**config.mk**
```make
export PLATFORM = sky130hd
export DESIGN_NAME = lpram_port_ctrl_flat
export DESIGN_NICKNAME = d
export VERILOG_FILES = /design/src/rtl/lpram_ctrl_pkg.sv /design/src/rtl/lpram_port_ctrl_if.sv /design/src/rtl/lpram_port_ctrl_rr_arbiter.sv /design/src/rtl/lpram_port_ctrl.sv /design/src/flat_wrapper.sv
export SDC_FILE = /design/constraint.sdc
export NUM_CORES = 1
export LEC_CHECK = 0
export ABC_AREA = 1
export CORE_AREA = 2 2 114 116
export CTS_BUF_LIST = sky130_fd_sc_hd__clkbuf_16
export CTS_CLUSTER_DIAMETER = 150
export CTS_CLUSTER_SIZE = 12
export DETAILED_ROUTE_END_ITERATION = 7
export DIE_AREA = 0 0 116 118
export PLACE_DENSITY = 0.75
export SLEW_MARGIN = 25
export SYNTH_ARGS = -nofsm -noshare
export SYNTH_HDL_FRONTEND = slang
export SYNTH_SLANG_ARGS = --single-unit
```
**constraint.sdc**
```tcl
create_clock -name clk -period 1.9 [get_ports clk]
set_input_delay 0.285 -clock clk [delete_from_list [all_inputs] [get_ports clk]]
set_output_delay 0.285 -clock clk [all_outputs]
set_load 0.01 [all_outputs]
```
**src/rtl/lpram_ctrl_pkg.sv**
```systemverilog
// Shared types and constants for the LPDDR MCB port controller.
package lpram_ctrl_pkg;

    typedef enum logic [2:0] {
        WAIT_CAL,
        IDLE,
        WR_DATA,
        WR_CMD,
        RD_CMD,
        RD_DATA,
        DONE
    } state_e;

    localparam logic [2:0] WRITE = 3'b000;
    localparam logic [2:0] READ  = 3'b001;

    localparam int TIMEOUT_CYC = 1024;
    localparam int STALL_W     = $clog2(TIMEOUT_CYC);

endpackage

```
**src/rtl/lpram_port_ctrl_if.sv**
```systemverilog
// MCB command/write/read port bundle; master = controller side, slave = memory side.
interface lpram_port_ctrl_if #(
    parameter int ADDR_W = 30,
    parameter int DATA_W = 32
);
    logic                  cmd_en;
    logic [2:0]            cmd_instr;
    logic [5:0]            cmd_bl;
    logic [ADDR_W-1:0]     cmd_byte_addr;
    logic                  cmd_full;
    logic                  wr_en;
    logic [DATA_W/8-1:0]   wr_mask;
    logic [DATA_W-1:0]     wr_data;
    logic                  wr_full;
    logic                  rd_en;
    logic [DATA_W-1:0]     rd_data;
    logic                  rd_empty;

    modport master (
        output cmd_en, cmd_instr, cmd_bl, cmd_byte_addr, wr_en, wr_mask, wr_data, rd_en,
        input  cmd_full, wr_full, rd_data, rd_empty
    );

    modport slave (
        input  cmd_en, cmd_instr, cmd_bl, cmd_byte_addr, wr_en, wr_mask, wr_data, rd_en,
        output cmd_full, wr_full, rd_data, rd_empty
    );
endinterface

```
**src/rtl/lpram_port_ctrl_rr_arbiter.sv**
```systemverilog
// Round-robin arbiter: the first requester at or after ptr_i (wrapping) wins.
module rr_arbiter #(
    parameter int  NUM_CH = 2,
    localparam int PTR_W  = (NUM_CH > 1) ? $clog2(NUM_CH) : 1
) (
    input  logic [NUM_CH-1:0] req_i,
    input  logic [PTR_W-1:0]  ptr_i,
    output logic [NUM_CH-1:0] grant_o
);
    logic [NUM_CH-1:0]   req_rot;
    logic [NUM_CH-1:0]   gnt_rot;
    logic [2*NUM_CH-1:0] gnt_dbl;

    // Rotate so the pointer channel sits at bit 0, isolate the lowest set bit, rotate back.
    assign req_rot = NUM_CH'({req_i, req_i} >> ptr_i);
    assign gnt_rot = req_rot & (~req_rot + NUM_CH'(1));
    assign gnt_dbl = {{NUM_CH{1'b0}}, gnt_rot} << ptr_i;
    assign grant_o = gnt_dbl[NUM_CH-1:0] | gnt_dbl[2*NUM_CH-1:NUM_CH];
endmodule

```
**src/rtl/lpram_port_ctrl.sv**
```systemverilog
// Multi-channel client front end for one MCB port: round-robin grant, burst write/read, done pulse.
// Optional stall timeout with err output: define LPRAM_CTRL_TIMEOUT_EN.
module lpram_port_ctrl
    import lpram_ctrl_pkg::*;
#(
    parameter int  NUM_CH = 2,
    parameter int  ADDR_W = 30,
    parameter int  DATA_W = 32,
    localparam int PTR_W  = (NUM_CH > 1) ? $clog2(NUM_CH) : 1
) (
    input  logic                     clk,
    input  logic                     rst,
    input  logic                     calib_done,
    input  logic [NUM_CH-1:0]        ch_req,
    input  logic [NUM_CH-1:0]        ch_we,
    input  logic [NUM_CH*ADDR_W-1:0] ch_addr,
    input  logic [NUM_CH*6-1:0]      ch_bl,
    input  logic [NUM_CH*DATA_W-1:0] ch_wdata,
    output logic [NUM_CH-1:0]        ch_wnext,
    output logic [NUM_CH-1:0]        ch_rvalid,
    output logic [DATA_W-1:0]        rdata,
    output logic [NUM_CH-1:0]        ch_done,
    lpram_port_ctrl_if.master        bus
`ifdef LPRAM_CTRL_TIMEOUT_EN
    ,
    output logic                     err
`endif
);
    state_e              state_q;
    logic [PTR_W-1:0]    ptr_q;
    logic [NUM_CH-1:0]   grant_q;
    logic [ADDR_W-1:0]   addr_q;
    logic [5:0]          bl_q;
    logic [6:0]          cnt_q;

    logic [NUM_CH-1:0]   arb_grant;
    logic [PTR_W-1:0]    nxt_ptr;
    logic [ADDR_W-1:0]   sel_addr;
    logic [5:0]          sel_bl;
    logic                sel_we;
    logic [DATA_W-1:0]   wdata_sel;
    logic                last_word, in_cmd, wr_fire, rd_fire;

    rr_arbiter #(.NUM_CH(NUM_CH)) u_arb (
        .req_i   (ch_req),
        .ptr_i   (ptr_q),
        .grant_o (arb_grant)
    );

    // NOTE: every always_comb output gets a default first, so no path leaves it unassigned and no latch is inferred.
    always_comb begin
        nxt_ptr   = '0;
        sel_addr  = '0;
        sel_bl    = '0;
        sel_we    = 1'b0;
        wdata_sel = '0;
        for (int i = 0; i < NUM_CH; i++) begin
            if (arb_grant[i]) begin
                nxt_ptr  = (i == NUM_CH - 1) ? '0 : PTR_W'(i + 1);
                sel_addr = ch_addr[i*ADDR_W +: ADDR_W];
                sel_bl   = ch_bl[i*6 +: 6];
                sel_we   = ch_we[i];
            end
            if (grant_q[i]) wdata_sel = ch_wdata[i*DATA_W +: DATA_W];
        end
    end

    assign last_word = (cnt_q == {1'b0, bl_q});

`ifdef LPRAM_CTRL_TIMEOUT_EN
    logic [STALL_W-1:0] stall_q;
    logic               to_q;
    logic               stalled, timeout;

    assign stalled = ((state_q == WR_CMD) && bus.cmd_full) || ((state_q == RD_DATA) && bus.rd_empty);
    assign timeout = stalled && (stall_q == STALL_W'(TIMEOUT_CYC - 1));

    always_ff @(posedge clk or posedge rst) begin
        if (rst) begin
            stall_q <= '0;
            to_q    <= 1'b0;
        end else begin
            stall_q <= stalled ? stall_q + STALL_W'(1) : '0;
            to_q    <= timeout ? 1'b1 : ((state_q == DONE) ? 1'b0 : to_q);
        end
    end

    assign err = (state_q == DONE) && to_q;
`endif

    // NOTE: state is updated with non-blocking assignments so every reader in this edge sees pre-edge values.
    always_ff @(posedge clk or posedge rst) begin
        if (rst) begin
            state_q <= WAIT_CAL;
            ptr_q   <= '0;
            grant_q <= '0;
            addr_q  <= '0;
            bl_q    <= '0;
            cnt_q   <= '0;
        end else begin
            case (state_q)
                WAIT_CAL: if (calib_done) state_q <= IDLE;
                IDLE: begin
                    if (!calib_done) begin
                        state_q <= WAIT_CAL;
                    end else if (|ch_req) begin
                        grant_q <= arb_grant;
                        addr_q  <= sel_addr;
                        bl_q    <= sel_bl;
                        ptr_q   <= nxt_ptr;
                        cnt_q   <= '0;
                        state_q <= sel_we ? WR_DATA : RD_CMD;
                    end
                end
                WR_DATA: begin
                    if (!bus.wr_full) begin
                        cnt_q   <= last_word ? '0 : cnt_q + 7'd1;
                        state_q <= last_word ? WR_CMD : WR_DATA;
                    end
                end
                WR_CMD: begin
                    if (!bus.cmd_full) state_q <= DONE;
`ifdef LPRAM_CTRL_TIMEOUT_EN
                    else if (timeout) state_q <= DONE;
`endif
                end
                RD_CMD: if (!bus.cmd_full) state_q <= RD_DATA;
                RD_DATA: begin
                    if (!bus.rd_empty) begin
                        cnt_q   <= last_word ? '0 : cnt_q + 7'd1;
                        state_q <= last_word ? DONE : RD_DATA;
                    end
`ifdef LPRAM_CTRL_TIMEOUT_EN
                    else if (timeout) state_q <= DONE;
`endif
                end
                DONE:    state_q <= IDLE;
                default: state_q <= WAIT_CAL;
            endcase
        end
    end

    // Handshakes are decoded from registered state and gated by the FIFO flags in the same cycle.
    assign in_cmd  = (state_q == WR_CMD) || (state_q == RD_CMD);
    assign wr_fire = (state_q == WR_DATA) && !bus.wr_full;
    assign rd_fire = (state_q == RD_DATA) && !bus.rd_empty;

    assign bus.cmd_en        = in_cmd && !bus.cmd_full;
    assign bus.cmd_instr     = (state_q == RD_CMD) ? READ : WRITE;
    assign bus.cmd_bl        = in_cmd ? bl_q : '0;
    assign bus.cmd_byte_addr = in_cmd ? (addr_q & ~ADDR_W'(3)) : '0;
    assign bus.wr_en         = wr_fire;
    assign bus.wr_mask       = '0;
    assign bus.wr_data       = wr_fire ? wdata_sel : '0;
    assign bus.rd_en         = rd_fire;

    assign ch_wnext  = wr_fire ? grant_q : '0;
    assign ch_rvalid = rd_fire ? grant_q : '0;
    assign rdata     = rd_fire ? bus.rd_data : '0;
    assign ch_done   = (state_q == DONE) ? grant_q : '0;
endmodule

```
**src/flat_wrapper.sv**
```systemverilog
// flat-port wrapper written by rule: the top's interface ports become plain ports
module lpram_port_ctrl_flat import lpram_ctrl_pkg::*;
#(
    parameter int  NUM_CH = 2,
    parameter int  ADDR_W = 30,
    parameter int  DATA_W = 32,
    localparam int PTR_W  = (NUM_CH > 1) ? $clog2(NUM_CH) : 1
)
  (clk, rst, calib_done, ch_req, ch_we, ch_addr, ch_bl, ch_wdata, ch_wnext, ch_rvalid, rdata, ch_done, bus_cmd_en, bus_cmd_instr, bus_cmd_bl, bus_cmd_byte_addr, bus_wr_en, bus_wr_mask, bus_wr_data, bus_rd_en, bus_cmd_full, bus_wr_full, bus_rd_data, bus_rd_empty);
  lpram_port_ctrl_if #(.ADDR_W(ADDR_W), .DATA_W(DATA_W)) bus_i ();
  input  logic clk;
  input  logic rst;
  input  logic calib_done;
  input  logic [NUM_CH-1:0] ch_req;
  input  logic [NUM_CH-1:0] ch_we;
  input  logic [NUM_CH*ADDR_W-1:0] ch_addr;
  input  logic [NUM_CH*6-1:0] ch_bl;
  input  logic [NUM_CH*DATA_W-1:0] ch_wdata;
  output logic [NUM_CH-1:0] ch_wnext;
  output logic [NUM_CH-1:0] ch_rvalid;
  output logic [DATA_W-1:0] rdata;
  output logic [NUM_CH-1:0] ch_done;
  output wire logic [$bits(bus_i.cmd_en)-1:0] bus_cmd_en;
  output wire logic [$bits(bus_i.cmd_instr)-1:0] bus_cmd_instr;
  output wire logic [$bits(bus_i.cmd_bl)-1:0] bus_cmd_bl;
  output wire logic [$bits(bus_i.cmd_byte_addr)-1:0] bus_cmd_byte_addr;
  output wire logic [$bits(bus_i.wr_en)-1:0] bus_wr_en;
  output wire logic [$bits(bus_i.wr_mask)-1:0] bus_wr_mask;
  output wire logic [$bits(bus_i.wr_data)-1:0] bus_wr_data;
  output wire logic [$bits(bus_i.rd_en)-1:0] bus_rd_en;
  input wire logic [$bits(bus_i.cmd_full)-1:0] bus_cmd_full;
  input wire logic [$bits(bus_i.wr_full)-1:0] bus_wr_full;
  input wire logic [$bits(bus_i.rd_data)-1:0] bus_rd_data;
  input wire logic [$bits(bus_i.rd_empty)-1:0] bus_rd_empty;
  assign bus_cmd_en = bus_i.cmd_en;
  assign bus_cmd_instr = bus_i.cmd_instr;
  assign bus_cmd_bl = bus_i.cmd_bl;
  assign bus_cmd_byte_addr = bus_i.cmd_byte_addr;
  assign bus_wr_en = bus_i.wr_en;
  assign bus_wr_mask = bus_i.wr_mask;
  assign bus_wr_data = bus_i.wr_data;
  assign bus_rd_en = bus_i.rd_en;
  assign bus_i.cmd_full = bus_cmd_full;
  assign bus_i.wr_full = bus_wr_full;
  assign bus_i.rd_data = bus_rd_data;
  assign bus_i.rd_empty = bus_rd_empty;
  lpram_port_ctrl #(.NUM_CH(NUM_CH), .ADDR_W(ADDR_W), .DATA_W(DATA_W)) u_core (.clk(clk), .rst(rst), .calib_done(calib_done), .ch_req(ch_req), .ch_we(ch_we), .ch_addr(ch_addr), .ch_bl(ch_bl), .ch_wdata(ch_wdata), .ch_wnext(ch_wnext), .ch_rvalid(ch_rvalid), .rdata(rdata), .ch_done(ch_done), .bus(bus_i));
endmodule
```
# Word-level counts from Yosys, hierarchy flattened
# Index checks and enable logic that the tools add are counted.
dict set report totals {
  out_inout_bits 116
  input_bits 178
  elab_cells 76
  register_bits 49
}
dict set report op_classes {
  n_eq_ne 15
  add_sub_neg 2
  n_mux 35
  shifts 2
  reduce_logical 13
  n_bitwise 3
}
# op n
set op_table {}
lappend op_table {{$mux 32} 4}
lappend op_table {{$mux 30} 3}
lappend op_table {{$mux 7} 5}
lappend op_table {{$mux 3} 8}
lappend op_table {{$pmux 3 s7} 1}
lappend op_table {{$pmux 7 s3} 1}
lappend op_table {{$mux 6} 3}
lappend op_table {{$ne 2x2->1 const B} 6}
lappend op_table {{$eq 3x3->1 const B} 3}
lappend op_table {{$mux 2} 4}
lappend op_table {{$add 7x1->7 const B} 1}
lappend op_table {{$eq 7x6->1} 1}
lappend op_table {{$eq 3x2->1 const B} 2}
lappend op_table {{$mux 1} 6}
lappend op_table {{$reduce_and 6->1} 1}
lappend op_table {{$reduce_and 5->1} 1}
lappend op_table {{$shl 2x1->4} 1}
lappend op_table {{$shr 4x1->2} 1}
lappend op_table {{$eq 3x1->1 const B} 1}
lappend op_table {{$logic_and 1x1->1} 3}
lappend op_table {{$logic_not 1->1} 3}
lappend op_table {{$logic_not 3->1} 1}
lappend op_table {{$ne 3x2->1 const B} 1}
lappend op_table {{$reduce_and 3->1} 1}
lappend op_table {{8 further kinds} 8}

# Depth between registers and ports, before layout
dict set report depth {
  ltp_word 12
  depth_mapped 10
  mapped_depth_nobuf 10
}

# By module
# Synthesis repeated with hierarchy kept, for this count alone.
dict set report unflattened {
  hier_cells 597
  area_unflattened_um2 3547.2
}
# mod instances area_each_um2 cells_per_inst
set modules_own_cells {}
lappend modules_own_cells {lpram_port_ctrl 1 3527.1 592}
lappend modules_own_cells {rr_arbiter 1 20.0 5}

# Least setup slack after synthesis
# Ideal clock, no wire load.
dict set report synth_path {
  kind {flip-flop to output port}
  start {register u_core.state_q[0]}
  end {output bus_wr_data[22]}
  n_path_buf 2
  path_stages_with_launch 10
  required_ns 1.615
  setup_slack_ns 0.222
  t_arrival_ns 1.393
  cell_sequence {dfrtp_1 buf_2 inv_2 nand3_4 nor2_1 nand2_1 inv_2 buf_4 nand2_1 nand2_1}
}
dict set report synth_via {
  elab_chain_len 3
}
# item line
set synth_rtl {}
lappend synth_rtl {{from (decl)} lpram_port_ctrl.sv:29} ;# state_e state_q;
lappend synth_rtl {{from (signal assigned)} lpram_port_ctrl.sv:112} ;# state_q <= sel_we ? WR_DATA : RD_CMD;
lappend synth_rtl {{from (signal assigned)} lpram_port_ctrl.sv:118} ;# state_q <= last_word ? WR_CMD : WR_DATA;
lappend synth_rtl {{from (signal assigned)} lpram_port_ctrl.sv:131} ;# state_q <= last_word ? DONE : RD_DATA;
lappend synth_rtl {{$eq 3x2->1} lpram_port_ctrl.sv:145} ;# assign wr_fire = (state_q == WR_DATA) && !bus.wr_full;
lappend synth_rtl {{$logic_and 1x1->1} lpram_port_ctrl.sv:145}
lappend synth_rtl {{net bus_wr_en} flat_wrapper.sv:27} ;# output wire logic [$bits(bus_i.wr_en)-1:0] bus_wr_en;
lappend synth_rtl {{$mux 32} lpram_port_ctrl.sv:154} ;# assign bus.wr_data = wr_fire ? wdata_sel : '0;
lappend synth_rtl {{to (decl)} flat_wrapper.sv:29} ;# output wire logic [$bits(bus_i.wr_data)-1:0] bus_wr_data;
# The timed path passes the listed nets, and every way through them passes these cells.

# Worst setup path in the final report
dict set report layout_path {
  start {register u_core.state_q[2]}
  end {output bus_wr_data[23]}
}
dict set report layout_via {
  elab_chain_len 3
}
# item line
set layout_rtl {}
lappend layout_rtl {{$eq 3x2->1} lpram_port_ctrl.sv:145}
lappend layout_rtl {{$logic_and 1x1->1} lpram_port_ctrl.sv:145}
lappend layout_rtl {{$mux 32} lpram_port_ctrl.sv:154}
# No other way between the ends.

==> results.tsv <==
metric	value	unit
start_util	28.8	%
antennaDiodeCount	0	
pre_cts_slack	-336	ps
synth_mux_area_share	0	%
finalHoldViolCount	0	
yosys_warnings	0	
ant_nets	0	
rsz0062_at_grt	yes	
synth_top_family_by_area	simple AND/OR/NAND/NOR gates	
synth_compound_area_share	10.2	%
drt_iter0_drc	246	
cts.path.max_buffers	2	
worstSkewPairLatency	280	ps
violations	negative setup slack	
nets	1077	
synth_simple_gate_area_share	40.2	%
synthesis.area	0.00357	sq mm
synth-adder-area-share	0.350	%
dieArea	0.0137	sq mm
power_density	893	mW/mm^2
grt.total_usage	20.8	%
max_freq	0.487	GHz
p_total	0.00638	W
grt_pass1_vias	4594	
cts_hold_buf	0	
yosysUniqueCellTypes	27	
rows	41	
crit_path_start_kind	register	
drc	0	
overflow	0	
num_io_pins	294	
skew	4.06	ps
cp.arrival	1770	ps
cts.clk_slew.worst_paths	70	ps
cp.required	1620	ps
grt_pass1_wl	23.0	mm
period_needed	2050	ps
syn_inst	576	
antenna_found_initial	0	
num_vias	4890	
status	finished with violations	
ys_seq_area_share	32.9	%
ys_async_sr_fraction	100	%
cts_made_buffers	5	
die_x	116	um
synth_area_per_cell	6.20	sq um
synth_top_area_share	32.9	%
maxCapViolCount	0	
post-synth-top-count-cell	nand2_1	
core	0.0124	sq mm
synth-main-ff-cell	dfrtp_1	
htreeDepth	2	
yosys.area_share.xor_xnor	0	%
endpoint_kind	output pin	
port_buffers	281	
synthTopCellsByArea	dfrtp_1 33%, nand2_1 17%, nand3_1 11%, nor2_1 10%, inv_1 9.0%	
dpl.cell_count	1039	
synth_area_leader_cell	dfrtp_1	
path_max_fanout	8	
cts.sinks	47	
vias_per_cell	4.57	
setup_tns	-2790	ps
wl_per_cell	14.5	um
yosys-top-cells-count	158 x nand2_1, 95 x nor2_1, 86 x inv_1, 77 x nand3_1, 47 x dfrtp_1	
cts_tree	done	
synth-edff-count	0	
dr.pass1.iters	4	
clock-root-buffer	clkbuf_16	
die_h	118	um
syn_to_final_growth	99.9	%
fin_ws	-155	ps
r2r_cells	9	
setup_viol	34	
drive_gt1_share	28.3	%
finalCritPeriodShare	108	%
grt_max_degree	48	
leakage	3.62	nW
gp_congestion	0.939	
layoutNonFillerInstCount	1071	
wl	15.5	mm
drv_slew	0	
peakVddDrop	574	uV
min_path_type	input port to asynchronous set/reset pin	
ys_ff_latch	47	
worst-setup-path-type	register to output pin	
place_hpwl	11.3	mm
==> what timing repair did <==
item                                    CTS  global route
gates resized for setup                 336           178
endpoints found under the setup margin  108           102
cloned                                    4             5
buffers inserted                         10             7
pin swaps                                 0            13
==> layout make-up <==
type	instances	area [sq um]
Sequential cell	47	1180
Tap cell	172	215
Inverter	96	375
Clock inverter	3	16.3
Fill cell	1160	5270
Multi-Input combinational cell	403	2070
Timing Repair Buffer	345	3170
Clock buffer	5	125
==> stage by stage <==
stage	cell area, sq um	hold WS [ps]	util (%)
global placement	6840	541	55.1
finish	7140	353	57.5
global route	7140	415	57.5
floorplan	3600	423	-
CTS	6860	381	55.2
detailed placement	6840	547	55.1
==> path summary, 6_finish.rpt <==
| kind | start | to | slack [ps] |
|---|---|---|---|
| worst max-delay path | u_core.state_q[2] | bus_wr_data[23] | -150 |
| worst min-delay path | rst | u_core.addr_q[28] | 350 |
| worst max register to register | u_core.state_q[1] | u_core.addr_q[4] | 180 |
| worst min register to register | u_core.addr_q[8] | u_core.addr_q[8] | 560 |
| max in group asynchronous | rst | u_core.bl_q[5] | 1280 |
| min in group clk | u_core.addr_q[8] | u_core.addr_q[8] | 560 |
==> cell families (layout without fill, tap and decap cells) <==
| kind of cell | Yosys count | in the layout |
|---|---|---|
| AOI/OAI and AO/OA | 53 | 53 |
| adders and majority gates | 1 | 1 |
| buffers and inverters | 133 | 449 |
| DFF | 47 | 47 |
| other | 1 | 8 |
| and+or+nand+nor | 341 | 341 |
==> metal layers <==
| layer | global-route usage [%] | vias up | wire length, um |
|---|---|---|---|
| met1 | 27.0 | 2225 | 6290 |
| met3 | 4.53 | 26 | 1240 |
| met2 | 34.8 | 219 | 7670 |
| li1 | - | 2420 | - |
| met4 | 5.43 | 0 | 302 |
| met5 | 0 | - | 0 |
==> cells in the final DEF (no fill, tap or decap), types with 2 or more instances in the layout <==
cell / Yosys / layout
a21oi_1: 6 / 6
buf_12: 0 / 14
buf_16: 0 / 3
buf_2: 14 / 94
buf_4: 17 / 34
buf_6: 0 / 15
buf_8: 0 / 2
clkbuf_16: 0 / 9
clkdlybuf4s50_1: 0 / 173
clkinv_4: 0 / 2
conb_1: 1 / 8
dfrtp_1: 47 / 46
dlygate4sd2_1: 0 / 5
inv_1: 86 / 86
inv_2: 9 / 7
nand2_1: 158 / 152
nand2_2: 2 / 8
nand3_1: 77 / 67
nand3_2: 1 / 10
nand3_4: 1 / 2
nor2_1: 95 / 53
nor2_2: 1 / 34
nor2_4: 1 / 10
nor3_1: 3 / 3
o211ai_1: 34 / 34
o21ai_0: 6 / 6
o21ai_1: 3 / 3
o21ai_2: 2 / 2
==> where the power goes <==
part / total, W / internal, W / switching, W
clock: 0.000853 / 0.000481 / 0.000373
combinational: 0.00395 / 0.00181 / 0.00214
sequential: 0.00158 / 0.00141 / 0.000163
==> state kept, by name, summed over array words and instances, names as in the netlist <==
name            cells
u_core.addr_q      28
u_core.state_q      3
u_core.bl_q         6
u_core.ptr_q        1
u_core.cnt_q        7
u_core.grant_q      2
==> worst max-delay path, stage by stage (launching register included) <==
cell and delay, ps:
dfrtp_2 430, inv_2 90, nand3_4 110, nor3_4 220
buf_6 150, buf_12 100, buf_16 120, nand3_1 80
nand2_1 70, buf_2 130
Power figures use the tool's default switching activity.
